[src/rtl/instruction_fetch_unit.sv]
// Instruction fetch stage: owns the PC, reads instruction memory and feeds IF/ID.
// Absorbs memory wait states, downstream stalls and taken-branch redirects.
module instruction_fetch_unit #(
    parameter logic [31:0] RESET_PC = 32'h0000_0000,
    parameter logic [31:0] BUBBLE   = 32'h0000_0000
) (
    input  logic        CLK,
    input  logic        RESET_N,
    input  logic        STALL,
    input  logic        BRANCH_TAKEN,
    input  logic [31:0] BRANCH_TARGET,
    input  logic        IMEM_BUSYWAIT,
    input  logic [31:0] IMEM_READDATA,
    output logic        IMEM_READ,
    output logic [31:0] IMEM_ADDRESS,
    output logic [31:0] INSTRUCTION,
    output logic [31:0] PC_INCREMENT4,
    output logic        BUSY_WAIT,
    output logic [1:0]  DBG_STATE
);

    typedef enum logic [1:0] {
        FETCH    = 2'd0,
        HOLD     = 2'd1,
        REDIRECT = 2'd2
    } state_t;

    state_t      state, next_state;
    logic [31:0] pc, pc_next;
    logic [31:0] hold_instr, hold_next;
    logic [31:0] redirect_pc, redirect_next;
    logic [31:0] pc_plus4;
    logic [31:0] target;
    logic        read_int;
    logic        busy_int;
    logic [31:0] instr_int;

    assign pc_plus4 = pc + 32'd4;
    assign target   = BRANCH_TARGET & ~32'h0000_0003;

    always_ff @(posedge CLK or negedge RESET_N) begin
        if (!RESET_N) begin
            state       <= FETCH;
            pc          <= RESET_PC;
            hold_instr  <= BUBBLE;
            redirect_pc <= RESET_PC;
        end else begin
            state       <= next_state;
            pc          <= pc_next;
            hold_instr  <= hold_next;
            redirect_pc <= redirect_next;
        end
    end

    // Handshake: IF/ID latches INSTRUCTION/PC_INCREMENT4 on a rising edge only when BUSY_WAIT=0.
    always_comb begin
        next_state    = state;
        pc_next       = pc;
        hold_next     = hold_instr;
        redirect_next = redirect_pc;
        read_int      = 1'b0;
        busy_int      = 1'b1;
        instr_int     = BUBBLE;
        case (state)
            FETCH: begin
                read_int = 1'b1;
                if (IMEM_BUSYWAIT) begin
                    if (BRANCH_TAKEN) begin
                        redirect_next = target;
                        next_state    = REDIRECT;
                    end
                end else if (BRANCH_TAKEN) begin
                    busy_int = 1'b0;
                    pc_next  = target;
                end else if (STALL) begin
                    instr_int  = IMEM_READDATA;
                    hold_next  = IMEM_READDATA;
                    next_state = HOLD;
                end else begin
                    instr_int = IMEM_READDATA;
                    busy_int  = 1'b0;
                    pc_next   = pc_plus4;
                end
            end
            HOLD: begin
                instr_int = hold_instr;
                if (BRANCH_TAKEN) begin
                    instr_int  = BUBBLE;
                    busy_int   = 1'b0;
                    pc_next    = target;
                    next_state = FETCH;
                end else if (!STALL) begin
                    busy_int   = 1'b0;
                    pc_next    = pc_plus4;
                    next_state = FETCH;
                end
            end
            REDIRECT: begin
                // The wrong-path read at the old PC is allowed to complete, then dropped.
                read_int = 1'b1;
                if (BRANCH_TAKEN) begin
                    redirect_next = target;
                end
                if (!IMEM_BUSYWAIT) begin
                    pc_next    = BRANCH_TAKEN ? target : redirect_pc;
                    next_state = FETCH;
                end
            end
            default: begin
                next_state = FETCH;
            end
        endcase
    end

    assign IMEM_READ     = RESET_N & read_int;
    assign IMEM_ADDRESS  = pc;
    assign INSTRUCTION   = RESET_N ? instr_int : BUBBLE;
    assign PC_INCREMENT4 = pc_plus4;
    assign BUSY_WAIT     = ~RESET_N | busy_int;
    assign DBG_STATE     = state;

endmodule

[config.mk]
export PLATFORM = sky130hd
export DESIGN_NAME = instruction_fetch_unit
export DESIGN_NICKNAME = d
export VERILOG_FILES = /design/src/rtl/instruction_fetch_unit.sv
export SDC_FILE = /design/constraint.sdc
export NUM_CORES = 1
export LEC_CHECK = 0
export BUFFER_PORTS_ARGS = -buffer_cell sky130_fd_sc_hd__buf_2
export CAP_MARGIN = 20
export CORE_ASPECT_RATIO = 0.9
export CORE_MARGIN = 5
export CORE_UTILIZATION = 56
export DETAILED_ROUTE_END_ITERATION = 6
export GPL_TIMING_DRIVEN = 0
export PLACE_DENSITY = 0.86
export SYNTH_ARGS = -nofsm -noshare
export SYNTH_HDL_FRONTEND = slang
export SYNTH_SLANG_ARGS = --single-unit
[constraint.sdc]
create_clock -name CLK -period 3.3 [get_ports CLK]
set_input_delay 0.33 -clock CLK [delete_from_list [all_inputs] [get_ports CLK]]
set_output_delay 0.33 -clock CLK [all_outputs]
set_load 0.01 [all_outputs]
==> summary.txt <==
Run status
  – Outcome: finished clean

Global routing
  – Via count of the first global-routing pass: 5,489
  – Maximum number of pins on one net before global-route repair: 66
  – Number of antenna violations at the first check in global routing: 2
  – Overflow left after global routing: 0
  – Total track usage: 28.4%
  – First-pass GRT wire length: 27.7 mm

Synth
  – Area share of the largest cell type after synthesis: 43.6%
  – Share of async-settable or async-resettable flops after synthesis: 100%
  – Gate count after technology mapping: 578
  – Most used flip-flop cell after synthesis: dfrtp_1
  – Synthesis warning total: 0
  – Ranking of synthesized cells by area: dfrtp_1, mux2_2, a22oi_1
  – Area of the mapped netlist: 5630 µm²
  – Average size of a mapped cell: 9.73 µm²
  – EDFF count, synth: 0
  – Count of unique library cells instantiated by Yosys: 50
  – Net count after synthesis: 648
  – Share of synthesized area occupied by flip-flops and latches: 43.6%
  – Number of synthesized register bits: 98
  – Cell taking the most area after synthesis: dfrtp_1

Power and ir drop
  – Peak supply drop: 268 µV
  – Pwr Density: 508 nW/µm²
  – Switching power as a share of total power: 35.7%
  – Reported net switching power: 1.24 mW
  – Internal power component: 2.24 mW
  – Logic pwr share: 29.5%
  – Part of the power in registers: 47.9%
  – P_leak: 3.15 nW
  – Clock group share of total power: 22.6%
  – Power consumption: 3.48 mW

Cells and area
  – Final Instance Count excl. Fillers: 888
  – Fraction of final layout cells sized beyond drive strength 1: 34.8%
  – Total number of nets in the final design: 826
  – Final instance area: 6850 µm²
  – Fill count: 740
  – P&R area growth vs syn: 21.7%
  – Share of the core filled with cells: 70.3%

Clocking
  – Setup Fix Bufs, Post-CTS: 0
  – Skew-Pair Late Insertion Delay: 370 ps
  – Number of levels in the clock H-tree: 3
  – Clk buf depth: 2
  – CTS tree: done
  – Number of clock sinks: 98
  – Cts bufs inserted: 9
  – CTS root buffer: clkbuf_8
  – Clock-pin slew on the worst setup and hold paths: 110 ps

Place
  – Quantity of I/O buffers inserted on ports: 165
  – Last weighted congestion value of the routability-driven placer: 0.955
  – Total half-perimeter wirelength after legalization and detailed placement: 12.9 mm
  – Placement Setup Slack: 870 ps
  – Placed inst area: 6640 µm²
  – Post-placement cell count: 870

STA
  – Max-slew violation count: 0
  – Worst-Margin Slew: 990 ps
  – Final Cycle Share: 86.8%
  – Max Clk Rate: 349 MHz
  – Setup_tns: 0 ps
  – Number of failing hold endpoints at the final stage: 0
  – Worst-case headroom to the max-slew limit: 34.0%
  – Setup repair after global routing missed its margin: false
  – Fin Hold WS: 192 ps
  – Final setup violation count: 0
  – Final clock skew: 15.4 ps
  – Shortest period the worst path allows: 2870 ps
  – Final setup margin: 434 ps

Hold path
  – Worst hold path class: primary input to register
  – Startpoint of the most critical hold path: IMEM_READDATA[15]

Critical path
  – Slowest cell delay on critical path: 540 ps
  – Worst Setup Path Type: register to output pin
  – FF-to-FF setup slack: 770 ps
  – Cell type group with the largest total delay on the critical path: simple AND/OR/NAND/NOR gates
  – Arrival @ worst endpoint: 2540 ps
  – Worst flop-to-flop path startpoint: DBG_STATE[1]
  – Worst setup startpoint: IMEM_ADDRESS[5]
  – Slowest cell on the critical path: nor4_4
  – Number of buffers and inverters on the critical path: 1
  – Crit path max fanout: 7
  – CP Capture Type: output pin
  – CP required: 2970 ps
  – Critical Path, Cell by Cell: nand4_1 > nor4_4 > nor3b_1 > xor2_1 > buf_2
  – Startpoint class of the critical path: register

Drt
  – Via-to-Cell Ratio: 6.25
  – Post-Route WL: 17.4 mm
  – Drt first-iter violations: 568
  – Number of iterations in the first detailed-routing pass: 5
  – Average routed wire per standard cell: 19.6 µm
  – Overall via count from detail_route: 5,550
  – Drt drc: 0
  – Antenna violation net count after detailed routing: 0

Floorplan
  – IO Count: 169
  – Die height: 105 µm
  – Area of the die: 12,200 µm²
  – Placeable core region: 9740 µm²
  – Floorplan row count: 34
  – Width of the die: 116 µm
  – Initial standard-cell utilization of the core: 57.7%

Job
  – Count of max-cap constraint violations: 0
metal layers:
layer / part of all wire, % / vias to the layer above / global-route usage, %
met1: 40 / 2696 / 38.1
met4: 2.8 / 2 / 9.28
met2: 47 / 325 / 45.3
met5: 0.040 / - / 0
li1: - / 2473 / -
met3: 10 / 54 / 6.88
worst reg2reg max path, stage by stage (launching register included):
cell	delay, ps
dfrtp_1	430
buf_2	190
a221oi_1	860
clkbuf_1	540
o21ai_0	190
o21ai_0	240
what timing repair did:
| item | 4_1_cts | 5_1_grt |
|---|---|---|
| resized for setup | 0 | 0 |
| endpoints found under the hold margin | 36 | 0 |
| hold buffers | 1 | 0 |
layout by cell type, fill, tap and decap left out, types with 11 or more instances in the layout:
master	Yosys	layout
a22oi_1	32	32
clkbuf_1	30	30
xnor2_1	12	12
nor4_1	12	12
xor2_1	16	16
and3_1	19	19
nand2_1	52	52
mux2_2	62	62
nand3_1	13	13
clkbuf_8	0	11
o21ai_0	39	39
nor2_1	36	36
dfrtp_1	98	98
nor2b_1	23	23
buf_2	9	173
a21oi_1	26	26
layout make-up:
class                   count  area (µm²)  share of cell area [%]
repair buffers            167         866                    12.6
well taps                 126         158                    2.30
inverters                   8        30.0                   0.439
multi-input cells         423        2940                    42.9
plain buffers              49         206                    3.02
flip-flops and latches     98        2450                    35.8
diodes                      1        2.50                  0.0366
clock buffers              11         151                    2.21
clock inverters             5        42.5                   0.621
power groups by stage:
stage,Combinational (mW),Sequential (mW),Clock [mW]
5_1_grt,1.12,1.70,0.843
2_1_floorplan,0.594,1.66,0
6_report,1.03,1.67,0.786
4_1_cts,1.03,1.66,0.791
3_3_place_gp,0.986,1.66,0
3_5_place_dp,1.02,1.68,0
flip-flops by register name, indices dropped and copies added (netlist names):
| signal | flops |
|---|---|
| IMEM_ADDRESS | 32 |
| hold_instr | 32 |
| redirect_pc | 32 |
| DBG_STATE | 2 |
worst paths after layout:
kind | to | cells after the start
min in group asynchronous | hold_instr[15] | 2
max in group asynchronous | redirect_pc[22] | 3
max | PC_INCREMENT4[21] | 5
max reg2reg | IMEM_ADDRESS[8] | 5
min reg2reg | redirect_pc[24] | 1
min | hold_instr[15] | 2
synthesized netlist by cell type, types with 2 or more instances:
library cell / instances
dfrtp_1: 98
mux2_2: 62
nand2_1: 52
o21ai_0: 39
nor2_1: 36
a22oi_1: 32
clkbuf_1: 30
a21oi_1: 26
nor2b_1: 23
and3_1: 19
xor2_1: 16
nand3_1: 13
nor4_1: 12
xnor2_1: 12
buf_2: 9
inv_1: 8
buf_1: 7
a221oi_1: 6
a22o_1: 6
a311o_1: 6
nand4_1: 6
and4_1: 5
nor3_1: 5
o22ai_1: 4
o2bb2ai_1: 4
o31a_1: 4
and2_1: 3
buf_4: 3
o221ai_1: 3
a31oi_1: 2
nand2b_1: 2
nand3b_1: 2
nand4_2: 2
nor4_2: 2
nor4_4: 2
o21a_1: 2
o311ai_0: 2
cell families after synthesis:
| group | share of synthesized area [%] |
|---|---|
| AO/OA/AOI/OAI | 16.5 |
| XOR/XNOR | 4.36 |
| adder cells (fa/ha/maj) | 0.222 |
| buffers and inverters | 4.20 |
| flip-flops | 43.6 |
| multiplexers | 12.6 |
| AND/OR/NAND/NOR | 18.5 |
Power figures use the tool's default switching activity.
